### config.mk
export PLATFORM = sky130hd
export DESIGN_NAME = fetch_unit
export DESIGN_NICKNAME = d
export VERILOG_FILES = /design/src/rtl/cpu_types_pkg.sv /design/src/rtl/fetch_skid_buf.sv /design/src/rtl/fetch_unit.sv
export SDC_FILE = /design/constraint.sdc
export NUM_CORES = 1
export LEC_CHECK = 0
export CAP_MARGIN = 0
export CELL_PAD_IN_SITES_DETAIL_PLACEMENT = 1
export CELL_PAD_IN_SITES_GLOBAL_PLACEMENT = 1
export CORE_ASPECT_RATIO = 1.1
export CORE_MARGIN = 2
export CORE_UTILIZATION = 38
export DETAILED_ROUTE_END_ITERATION = 7
export GPL_TIMING_DRIVEN = 0
export PLACE_DENSITY = 0.86
export SETUP_SLACK_MARGIN = 0.2
export SLEW_MARGIN = 20
export SYNTH_ARGS = -nofsm -noshare
export SYNTH_HDL_FRONTEND = slang
export SYNTH_SLANG_ARGS = --single-unit
### constraint.sdc
create_clock -name CLK -period 3.8 [get_ports CLK]
set_input_delay 0.76 -clock CLK [delete_from_list [all_inputs] [get_ports CLK]]
set_output_delay 0.76 -clock CLK [all_outputs]
set_load 0.01 [all_outputs]
### src/rtl/cpu_types_pkg.sv
// Shared CPU types: machine word, fetch-stage state encoding and fetch defaults.
package cpu_types_pkg;

   typedef logic [31:0] word_t;

   typedef enum logic [2:0] {BOOT, FETCH, SQUASH, HOLD, HALT} fetch_state_t;

   localparam word_t       PC_INIT_DEFAULT = 32'h0000_0000;
   localparam int unsigned PC_STEP_DEFAULT = 4;

   // Instruction addresses are word aligned; low byte-offset bits are dropped.
   function automatic word_t align_word(input word_t addr);
      return {addr[31:2], 2'b00};
   endfunction

endpackage

### src/rtl/fetch_skid_buf.sv
// One-entry holding register for a fetched {instruction, next-pc} pair while IF/ID is stalled.
module fetch_skid_buf
   import cpu_types_pkg::*;
(
   input  logic  clk,
   input  logic  rst,
   input  logic  load,
   input  logic  clear,
   input  word_t instr_in,
   input  word_t npc_in,
   output logic  valid,
   output word_t instr,
   output word_t npc
);

   always_ff @(posedge clk) begin
      if (rst) begin
         valid <= 1'b0;
         instr <= '0;
         npc   <= '0;
      end else if (load) begin
         valid <= 1'b1;
         instr <= instr_in;
         npc   <= npc_in;
      end else if (clear) begin
         valid <= 1'b0;
      end
   end

endmodule

### src/rtl/fetch_unit.sv
// Instruction-fetch stage: PC ownership, non-abortable imem requests, IF/ID write with skid
// buffering, redirect and halt handling.
module fetch_unit
   import cpu_types_pkg::*;
#(
   parameter word_t       PC_INIT = PC_INIT_DEFAULT,
   parameter int unsigned PC_STEP = PC_STEP_DEFAULT
) (
   input  logic        CLK,
   input  logic        RST,
   output logic        imemREN,
   output logic [31:0] imemaddr,
   input  logic        ihit,
   input  logic [31:0] imemload,
   input  logic        stall_i,
   input  logic        redirect_i,
   input  logic [31:0] redirect_addr_i,
   input  logic        halt_i,
   output logic        ifid_wen_o,
   output logic [31:0] ifid_instr_o,
   output logic [31:0] ifid_npc_o,
   output logic [31:0] pc_o
);

   fetch_state_t state_q, state_d;
   word_t        pc_q, pc_d;
   word_t        tgt_q, tgt_d;
   logic         halt_pend_q, halt_pend_d;

   word_t pc_inc;
   word_t redir_tgt;
   logic  buf_load, buf_clear, buf_valid;
   word_t buf_instr, buf_npc;

   assign pc_inc    = pc_q + word_t'(PC_STEP);
   assign redir_tgt = align_word(redirect_addr_i);
   assign pc_o      = pc_q;
   assign imemaddr  = pc_q;

   fetch_skid_buf u_skid (
      .clk      (CLK),
      .rst      (RST),
      .load     (buf_load),
      .clear    (buf_clear),
      .instr_in (imemload),
      .npc_in   (pc_inc),
      .valid    (buf_valid),
      .instr    (buf_instr),
      .npc      (buf_npc)
   );

   always_ff @(posedge CLK) begin
      if (RST) begin
         state_q     <= BOOT;
         pc_q        <= PC_INIT;
         tgt_q       <= '0;
         halt_pend_q <= 1'b0;
      end else begin
         state_q     <= state_d;
         pc_q        <= pc_d;
         tgt_q       <= tgt_d;
         halt_pend_q <= halt_pend_d;
      end
   end

   always_comb begin
      state_d      = state_q;
      pc_d         = pc_q;
      tgt_d        = tgt_q;
      halt_pend_d  = halt_pend_q;
      imemREN      = 1'b0;
      ifid_wen_o   = 1'b0;
      ifid_instr_o = '0;
      ifid_npc_o   = '0;
      buf_load     = 1'b0;
      buf_clear    = 1'b0;

      case (state_q)
         BOOT: begin
            state_d = FETCH;
            if (redirect_i) pc_d = redir_tgt;
            if (halt_i) state_d = HALT;
         end
         FETCH: begin
            imemREN = 1'b1;
            if (ihit) begin
               if (redirect_i) begin
                  pc_d = redir_tgt;
               end else if (halt_i || halt_pend_q) begin
                  state_d = HALT;
               end else begin
                  pc_d = pc_inc;
                  if (stall_i) begin
                     buf_load = 1'b1;
                     state_d  = HOLD;
                  end else begin
                     ifid_wen_o   = 1'b1;
                     ifid_instr_o = imemload;
                     ifid_npc_o   = pc_inc;
                  end
               end
            end else begin
               // The request cannot be withdrawn; remember the target until it returns.
               if (redirect_i) begin
                  tgt_d   = redir_tgt;
                  state_d = SQUASH;
               end
               if (halt_i) halt_pend_d = 1'b1;
            end
         end
         SQUASH: begin
            imemREN = 1'b1;
            if (redirect_i) tgt_d = redir_tgt;
            if (halt_i) halt_pend_d = 1'b1;
            if (ihit) begin
               pc_d    = redirect_i ? redir_tgt : tgt_q;
               state_d = (halt_pend_q || halt_i) ? HALT : FETCH;
            end
         end
         HOLD: begin
            if (redirect_i) begin
               buf_clear = 1'b1;
               pc_d      = redir_tgt;
               state_d   = FETCH;
            end else if (halt_i) begin
               buf_clear = 1'b1;
               state_d   = HALT;
            end else if (!stall_i && buf_valid) begin
               ifid_wen_o   = 1'b1;
               ifid_instr_o = buf_instr;
               ifid_npc_o   = buf_npc;
               buf_clear    = 1'b1;
               state_d      = FETCH;
            end
         end
         HALT: begin
            state_d = HALT;
         end
         default: begin
            state_d = BOOT;
         end
      endcase

      // Reset takes effect only at the edge, so hold the external interface quiet meanwhile.
      if (RST) begin
         imemREN      = 1'b0;
         ifid_wen_o   = 1'b0;
         ifid_instr_o = '0;
         ifid_npc_o   = '0;
      end
   end

endmodule

; Word-level counts from Yosys, hierarchy flattened
; Cells that the tools add are included.
; Widths: inputs -> output; s select.
[word_totals]
regBits = 133
latch_bits = 0
ramBits = 0
rom_bits = 0
input_bits = 70
out_inout_bits = 130
n_memories = 0
[classes]
n_addsub = 1
multipliers = 0
n_div = 0
order_cmp = 0
eq_ne = 13
shifts = 0
n_mux = 63
bitwise = 0
reduce_logical = 12
[op_table]
columns = op, count
row1 = $mux 32, 23
row2 = $pmux 32 s2, 3
row3 = $pmux 32 s3, 1
row4 = $mux 3, 11
row5 = $add 32x3->32 const B, 1
row6 = $mux 1, 22
row7 = $pmux 3 s5, 1
row8 = $reduce_and 5->1, 2
row9 = $ne 3x3->1 const B, 3
row10 = $ne 4x4->1 const B, 2
row11 = $eq 3x2->1 const B, 2
row12 = $ne 2x2->1 const B, 3
row13 = $pmux 1 s2, 2
row14 = $reduce_bool 2->1, 2
row15 = $reduce_or 2->1, 2
row16 = $eq 3x1->1 const B, 1
row17 = $eq 3x3->1 const B, 1
row18 = $logic_not 3->1, 1
row19 = $reduce_bool 3->1, 1
row20 = $ne 2x1->1 const B, 1
row21 = $reduce_and 2->1, 1
row22 = $logic_and 1x1->1, 1
row23 = $logic_not 1->1, 1
row24 = $logic_or 1x1->1, 1

; Longest topological paths before layout
; Gate-level depths: netlist of the first run.
[logic_depth]
ltp_word = 8
ltp_mapped = 9
ltp_nobuf = 6

; By module
; From an unflattened synthesis of the first run, not the netlist that was laid out.
[unflattened]
hier_cells = 1041
area_unflattened_um2 = 8260.4
[by_module_without_submodules]
columns = module, n_inst, cells_per_inst, area_per_inst_um2
row1 = fetch_unit, 1, 831, 5915.7
row2 = fetch_skid_buf, 1, 210, 2344.7

; Worst setup path before layout of the first run
; No wires, ideal clock.
[synth_timing]
kind = input -> output
from = in halt_i
to = out ifid_instr_o[0]
arrival_ns = 2.248
t_required_ns = 3.040
path_slack_ns = 0.792
path_stages = 6
cell_sequence = buf_2 -> or4b_1 -> nor3_2 -> clkbuf_1 -> a22oi_1 -> nor2_1
[synth_between]
elab_chain_cells = 6
word_cells_on_any_way = 8
[synth_lines]
columns = item, line
row1 = "start, declared", fetch_unit.sv:18  ; input logic halt_i,
row2 = $logic_or 1x1->1, fetch_unit.sv:89  ; end else if (halt_i || halt_pend_q) begin
row3 = $mux 32, fetch_unit.sv:89
row4 = $mux 32, fetch_unit.sv:87  ; if (redirect_i) begin
row5 = $mux 32, fetch_unit.sv:86  ; if (ihit) begin
row6 = $pmux 32 s2 (*), fetch_unit.sv:78  ; case (state_q)
row7 = $mux 32 (*), fetch_unit.sv:145  ; if (RST) begin
row8 = "end, declared", fetch_unit.sv:20  ; output logic [31:0] ifid_instr_o,
; Mark *: on every way between the ends. The rest lies on a longest branch, timed or not.

; Worst setup path after layout of the first run
[layout_timing]
from = reg pc_q[17], in the netlist imemaddr[17]
to = out ifid_npc_o[24]
[layout_between]
elab_chain_cells = 7
[layout_lines]
columns = item, line
row1 = "start, declared", fetch_unit.sv:26  ; word_t pc_q, pc_d;
row2 = "start signal, assigned", fetch_unit.sv:60  ; pc_q <= pc_d;
row3 = $add 32x3->32, fetch_unit.sv:35  ; assign pc_inc = pc_q + word_t'(PC_STEP);
row4 = $mux 32, fetch_unit.sv:93  ; if (stall_i) begin
row5 = $mux 32, fetch_unit.sv:89
row6 = $mux 32, fetch_unit.sv:87
row7 = $mux 32, fetch_unit.sv:86
row8 = $pmux 32 s2, fetch_unit.sv:78
row9 = $mux 32, fetch_unit.sv:145
row10 = "end, declared", fetch_unit.sv:21  ; output logic [31:0] ifid_npc_o,
; Every way passes these cells.

==> results of run 1 <==
cell usage in the layout, fill, tap and decap left out, types with 7 or more instances in the layout:
master / count
nand2_1: 177
nor2_1: 127
clkdlybuf4s50_1: 127
dfxtp_1: 126
a21oi_1: 95
a22oi_1: 55
buf_4: 52
clkbuf_1: 42
dlygate4sd2_1: 40
a211oi_1: 29
o21ai_0: 28
buf_2: 22
nor3_1: 21
inv_1: 19
clkbuf_16: 17
xnor2_1: 14
dlymetal6s2s_1: 14
clkbuf_2: 11
xor2_1: 10
nand4_1: 9
nand3_1: 9
o21ai_1: 8
a21o_1: 8
a221oi_1: 8
nand2b_1: 7
nor4_1: 7
o31a_1: 7
o21a_1: 7
dfxtp_2: 7
stage by stage:
step	total power (µW)	hold slack, ns	setup TNS (ns)	util, %	area, µm²
6_report	4230	0.454	0	54.3	10700
3_3_place_gp	2410	0.437	-42.05	50.0	9860
4_1_cts	4190	0.456	0	53.8	10600
3_5_place_dp	2430	0.447	-40.49	50.0	9860
5_1_grt	4330	0.475	0	54.3	10700
2_1_floorplan	1990	0.432	0	-	7600
cell families after synthesis:
group                    Yosys count
AO/OA/AOI/OAI                    312
AND/OR/NAND/NOR                  408
flip-flops                       133
XOR/XNOR                          26
buffers and inverters            136
adder cells (fa/ha/maj)            1
worst max-delay path, stage by stage (launching register included):
cell and delay (ns):
dfxtp_1 0.37, buf_2 0.27, nand4_2 0.28, nor4_2 0.39
nor4b_4 0.41, xnor2_1 0.19, o21ai_1 0.20, clkdlybuf4s15_1 0.27
state kept, by name, indices dropped and copies added, names as in the netlist:
register and count:
tgt_q 32, halt_pend_q 1, u_skid.valid 1, imemaddr 32, u_skid.instr 32, u_skid.npc 32
state_q 3
layout make-up:
cell class | count | area, µm²
clock inverters | 15 | 191
plain buffers | 113 | 643
multi-input cells | 747 | 4360
inverters | 22 | 82.6
fillers | 2453 | 9020
diodes | 1 | 2.50
well taps | 252 | 315
repair buffers | 209 | 2020
flip-flops and latches | 133 | 2670
clock buffers | 17 | 425
where the power goes:
| group | internal, µW | switching [µW] | total [µW] | leakage [µW] |
|---|---|---|---|---|
| sequential | 1450 | 113 | 1570 | 0.00108 |
| clock | 1050 | 716 | 1760 | 0.000292 |
| combinational | 412 | 487 | 899 | 0.00276 |
cell usage after synthesis, drive strengths merged, types with 7 or more instances:
cell,number
nand2,178
dfxtp,133
nor2,130
a21oi,95
buf,67
a22oi,55
clkbuf,47
o21ai,38
a211oi,30
nor3,26
inv,19
xnor2,16
nand3,13
nand4,13
nor4,10
xor2,10
a21o,8
a221oi,8
nand2b,7
o21a,7
o31a,7
metal layers:
metal  track usage (%)  vias up  wire length (µm)
met1              38.8     4435             13300
met4              11.1        0              1070
met2              52.0      472             16100
met5                 0        -                 0
met3              5.53       88              2880
li1                  -     4050                 -
worst min path at each step:
stage,endpoint,slack (ns),cells past startpoint
after floorplan,tgt_q[17],0.43,2
after global placement,tgt_q[17],0.44,2
after detailed placement,tgt_q[30],0.45,2
after CTS,u_skid.npc[12],0.46,2
after global routing,tgt_q[5],0.48,2
final,u_skid.npc[12],0.45,2
what timing repair did:
action                     4_1_cts  5_1_grt
gates resized for setup         86       50
setup endpoints to repair       65       56
hold buffers                     0        0
setup buffers                   13        1
pin swaps                        5        2
==> flow_summary.yaml, run 1 <==
outcome:
  status: "finished clean"
die:
  initial_core_util_pct: 38.5
  row_count: 54
  io_pins: 200
  die_w_um: 139
  core_mm2: 0.0197
  dieHeight_um: 152
  dieArea_mm2: 0.0211
synthesis:
  synth-seq-cells: 133
  yosys.area.top_type: "dfxtp_1"
  synthMuxAreaShare_pct: 0
  avgSynthCellArea_um2: 7.48
  synth.distinct_cells: 76
  yosys.area_share.simple_pct: 25.0
  synth_compound_area_share_pct: 27.7
  synth_fa_ha_area_share_pct: 0.165
  yosysSeqAreaShare_pct: 35.1
  syn_area_mm2: 0.00760
  synth_nets: 1087
  async_flop_share_pct: 0
  netlist_instances: 1016
  synth_xor_xnor_area_share_pct: 3.00
  synth-edff-count: 0
  synth_top_area_share_pct: 35.1
  ys_warn_count: 0
  synth-main-ff-cell: "dfxtp_1"
  synth.area.top_cells: "dfxtp_1 35%, nand2_1 8.8%, nor2_1 6.3%"
  synth_top_family_by_area: "compound AO/OA/AOI/OAI gates"
routing:
  drc: 0
  viasPerCell: 5.99
  first_pass_iters: 5
  num_vias: 9045
  ant_nets: 0
  drt_iter0_drc: 939
  avgRoutedWirePerCell_um: 22.1
  totalWireLength_um: 33300
power_and_ir_drop:
  power.leakage_uw: 0.00414
  pwr_density_cell_mw_per_mm2: 395
  ir_drop_mv: 0.354
clock_tree:
  cts_buffers: 17
  ctsHtreeMaxLevel: 4
  clkSinkCount: 133
  root_buffer: "clkbuf_16"
  clock_latency_ns: 0.44
  clkTransAtPathRegs_ns: 0.06
  cts_tree: "done"
  cts_buffer_depth: 2
timing:
  fmax_mhz: 280
  finalSetupViolations: 0
  min_period_ns: 3.57
  hold_violations: 0
  report.final.slew_viol_count: 0
  setup_slack_ns: 0.231
  relSlewSlack_pct: 45.6
  fin_crit_sh_pct: 93.9
  rsz0062_at_grt: "yes"
  fin_skew_ns: 0.00902
  worstMarginPinSlew_ns: 0.815
cells_and_area:
  fin_nets: 1314
  layoutNonFillerInstCount: 1509
  area_growth_pct: 41.0
  layout-drive-gt1-share_pct: 13.4
critical_path:
  cp.required_ns: 3.04
  r2r_end: "imemaddr[7]"
  cp-startpoint: "imemaddr[17]"
  rr_startpoint: "state_q[1]"
  critPathMaxFanout: 9
  cp-start-kind: "register"
  critPathKind: "reg2out"
  rr_worst_depth: 7
  end_kind: "output pin"
  cp.arrival_ns: 2.81
  ff2ff_setup_slack_ns: 1.39
  worstSetupEndpoint: "ifid_npc_o[24]"
grt:
  grt_max_degree: 17
  grt_pass1_wl_um: 51500
  grt.overflow.total: 0
  grt_pass1_vias: 9058
  antenna_found_initial: 2
  grt_usage_pct: 30.6
min_path:
  hp-start: "u_skid.npc[12]"
  hold_path_class: "reg2reg"
placed_design:
  hpwl_um: 23900
  gp_congestion: 0.928
  dp.cells: 1463
  place_ws_ns: -0.895
  portBuffers: 195
flow_run:
  drv_cap: 0
No activity file was read; power rests on OpenSTA's default activity.
==> run 2, diff against run 1 <==
- CAP_MARGIN: 0 -> default
- PLACE_DENSITY: 0.86 -> 0.85
==> run 2 against run 1 <==
Cell area fell by 0.54%. Hold slack improved by 0.0011 ns. Utilization fell by 0.29 points. Flip-flop and latch count did not move. Register-to-register slack got worse by 0.05 ns. Routed wire length fell by 3.9%. Clock-buffer cell count rose by 3. Via count fell by 2.5%. Maximum frequency fell by 2.6%. First-iteration DRC count fell by 15%.
==> flow_summary.yaml, run 2 (same netlist as run 1, synthesis figures left out) <==
routing:
  avgRoutedWirePerCell_um: 21.3
  drc: 0
  first_pass_iters: 5
  ant_nets: 0
  drt_iter0_drc: 795
  totalWireLength_um: 32000
  viasPerCell: 5.86
  num_vias: 8816
timing:
  rsz0062_at_grt: "yes"
  fmax_mhz: 273
  fin_skew_ns: 0.00935
  worstMarginPinSlew_ns: 1.12
  report.final.slew_viol_count: 0
  relSlewSlack_pct: 25.1
  fin_crit_sh_pct: 96.4
  min_period_ns: 3.66
  holdWs_ns: 0.455
  finalSetupViolations: 0
  hold_violations: 0
  setup_slack_ns: 0.137
min_path:
  hold_path_class: "reg2reg"
  hp-start: "tgt_q[25]"
clock_tree:
  cts_buffer_depth: 2
  ctsHtreeMaxLevel: 4
  clkSinkCount: 133
  clock_latency_ns: 0.43
  cts_buffers: 17
  cts_tree: "done"
  root_buffer: "clkbuf_16"
  clkTransAtPathRegs_ns: 0.06
power_and_ir_drop:
  power.leakage_uw: 0.00412
  p_comb_share_pct: 21.0
  ir_drop_mv: 0.345
  power_switching_uw: 1250
  swShare_pct: 29.6
  power.internal_uw: 2960
  clock_power_share_pct: 41.9
  seqPwrFrac_pct: 37.1
  pwr_density_cell_mw_per_mm2: 395
cells_and_area:
  final_cell_mix: "177 x nand2_1, 129 x clkdlybuf4s50_1, 127 x nor2_1, 124 x dfxtp_1, 95 x a21oi_1"
  fin_area_mm2: 0.0107
  n_antenna_cell: 0
  layout-drive-gt1-share_pct: 12.9
  final_common_cell: "nand2_1"
  fin_nets: 1311
  area_growth_pct: 40.2
  layoutNonFillerInstCount: 1505
  utilization_pct: 54.0
critical_path:
  crit_chain: "dlygate4sd2_1 > or4b_4 > nor3_4 > buf_12 > buf_6 > a22oi_1 > nor2_1 > clkdlybuf4s50_1"
  r2r_end: "imemaddr[15]"
  end_kind: "output pin"
  cp-startpoint: "redirect_i"
  cp.arrival_ns: 2.90
  worst-path-stages: 8
  cp_slowest_cell: "or4b_4"
  rr_worst_depth: 8
  crit_buf_inv: 4
  worstSetupEndpoint: "ifid_npc_o[16]"
  cp.required_ns: 3.04
  critPathKind: "in2out"
  critPathMaxFanout: 10
  critPathTopFamily: "buffers and inverters"
  max_stage_delay_ns: 0.57
  cp-start-kind: "input port"
  ff2ff_setup_slack_ns: 1.34
  rr_startpoint: "state_q[0]"
placed_design:
  place_ws_ns: -0.961
  dp.cells: 1463
  gp_congestion: 0.941
  hpwl_um: 23900
  dpl_cell_area_mm2: 0.00986
  portBuffers: 195
die:
  initial_core_util_pct: 38.5
  io_pins: 200
  dieHeight_um: 152
  core_mm2: 0.0197
  dieArea_mm2: 0.0211
  row_count: 54
  die_w_um: 139
outcome:
  status: "finished clean"
grt:
  grt.overflow.total: 0
  grt_usage_pct: 29.9
  grt_max_degree: 17
  grt_pass1_wl_um: 50700
  grt_pass1_vias: 9046
  antenna_found_initial: 0
flow_run:
  drv_cap: 0
==> run 2: through the flow <==
step           total power [µW]  TNS, ns
2_1_floorplan              1990        0
3_3_place_gp               2410   -41.55
3_5_place_dp               2430   -42.32
4_1_cts                    4180        0
5_1_grt                    4330        0
6_report                   4200        0
==> run 2: how the worst min path moves through the flow <==
stage | end | slack [ns] | depth (start not counted)
2_1_floorplan | tgt_q[17] | 0.43 | 2
3_3_place_gp | tgt_q[17] | 0.44 | 2
3_5_place_dp | tgt_q[17] | 0.45 | 2
4_1_cts | tgt_q[17] | 0.45 | 2
5_1_grt | tgt_q[12] | 0.47 | 2
6_report | tgt_q[25] | 0.46 | 2
==> run 2: worst register-to-register path, cell delays in order, from the launching register on <==
cell and delay, ns:
dfxtp_1 0.31, buf_4 0.17, clkinv_1 0.38, o221ai_1 0.40, and2_1 0.16, buf_2 0.24, buf_2 0.33, o21ai_0 0.19
a22oi_1 0.20
==> run 2: what timing repair did <==
item                       CTS  global route
buffers inserted             6             4
pin swaps                    4             0
hold buffers                 0             0
resized for setup           91            43
setup endpoints to repair   65            28
==> run 2: final cells by class <==
| cell class | count | area [µm²] |
|---|---|---|
| Clock buffer | 20 | 437 |
| Sequential cell | 133 | 2680 |
| Timing Repair Buffer | 205 | 1980 |
| Multi-Input combinational cell | 747 | 4330 |
| Fill cell | 2415 | 9080 |
| Buffer | 114 | 651 |
| Inverter | 22 | 82.6 |
| Tap cell | 252 | 315 |
| Clock inverter | 12 | 180 |
==> run 2: routing by layer <==
metal	up-vias	routed length (µm)	GRT usage [%]	share of wire, %
li1	4049	-	-	-
met1	4321	13600	38.4	43
met2	367	15400	50.6	48
met3	79	2000	4.59	6.2
met4	0	995	11.5	3.1
met5	-	0	0	0
==> run 2: power groups by stage <==
stage / registers (µW) / clock network, µW / logic, µW
finish: 1560 / 1760 / 882
global route: 1570 / 1830 / 935
CTS: 1560 / 1760 / 861
detailed placement: 1580 / 0 / 845
global placement: 1580 / 0 / 828
floorplan: 1570 / 0 / 426
==> run 3, diff against run 2 <==
- CAP_MARGIN: default -> 0
==> results of run 3 <==
The final DEF is identical to that of run 2; final timing and power are the same.
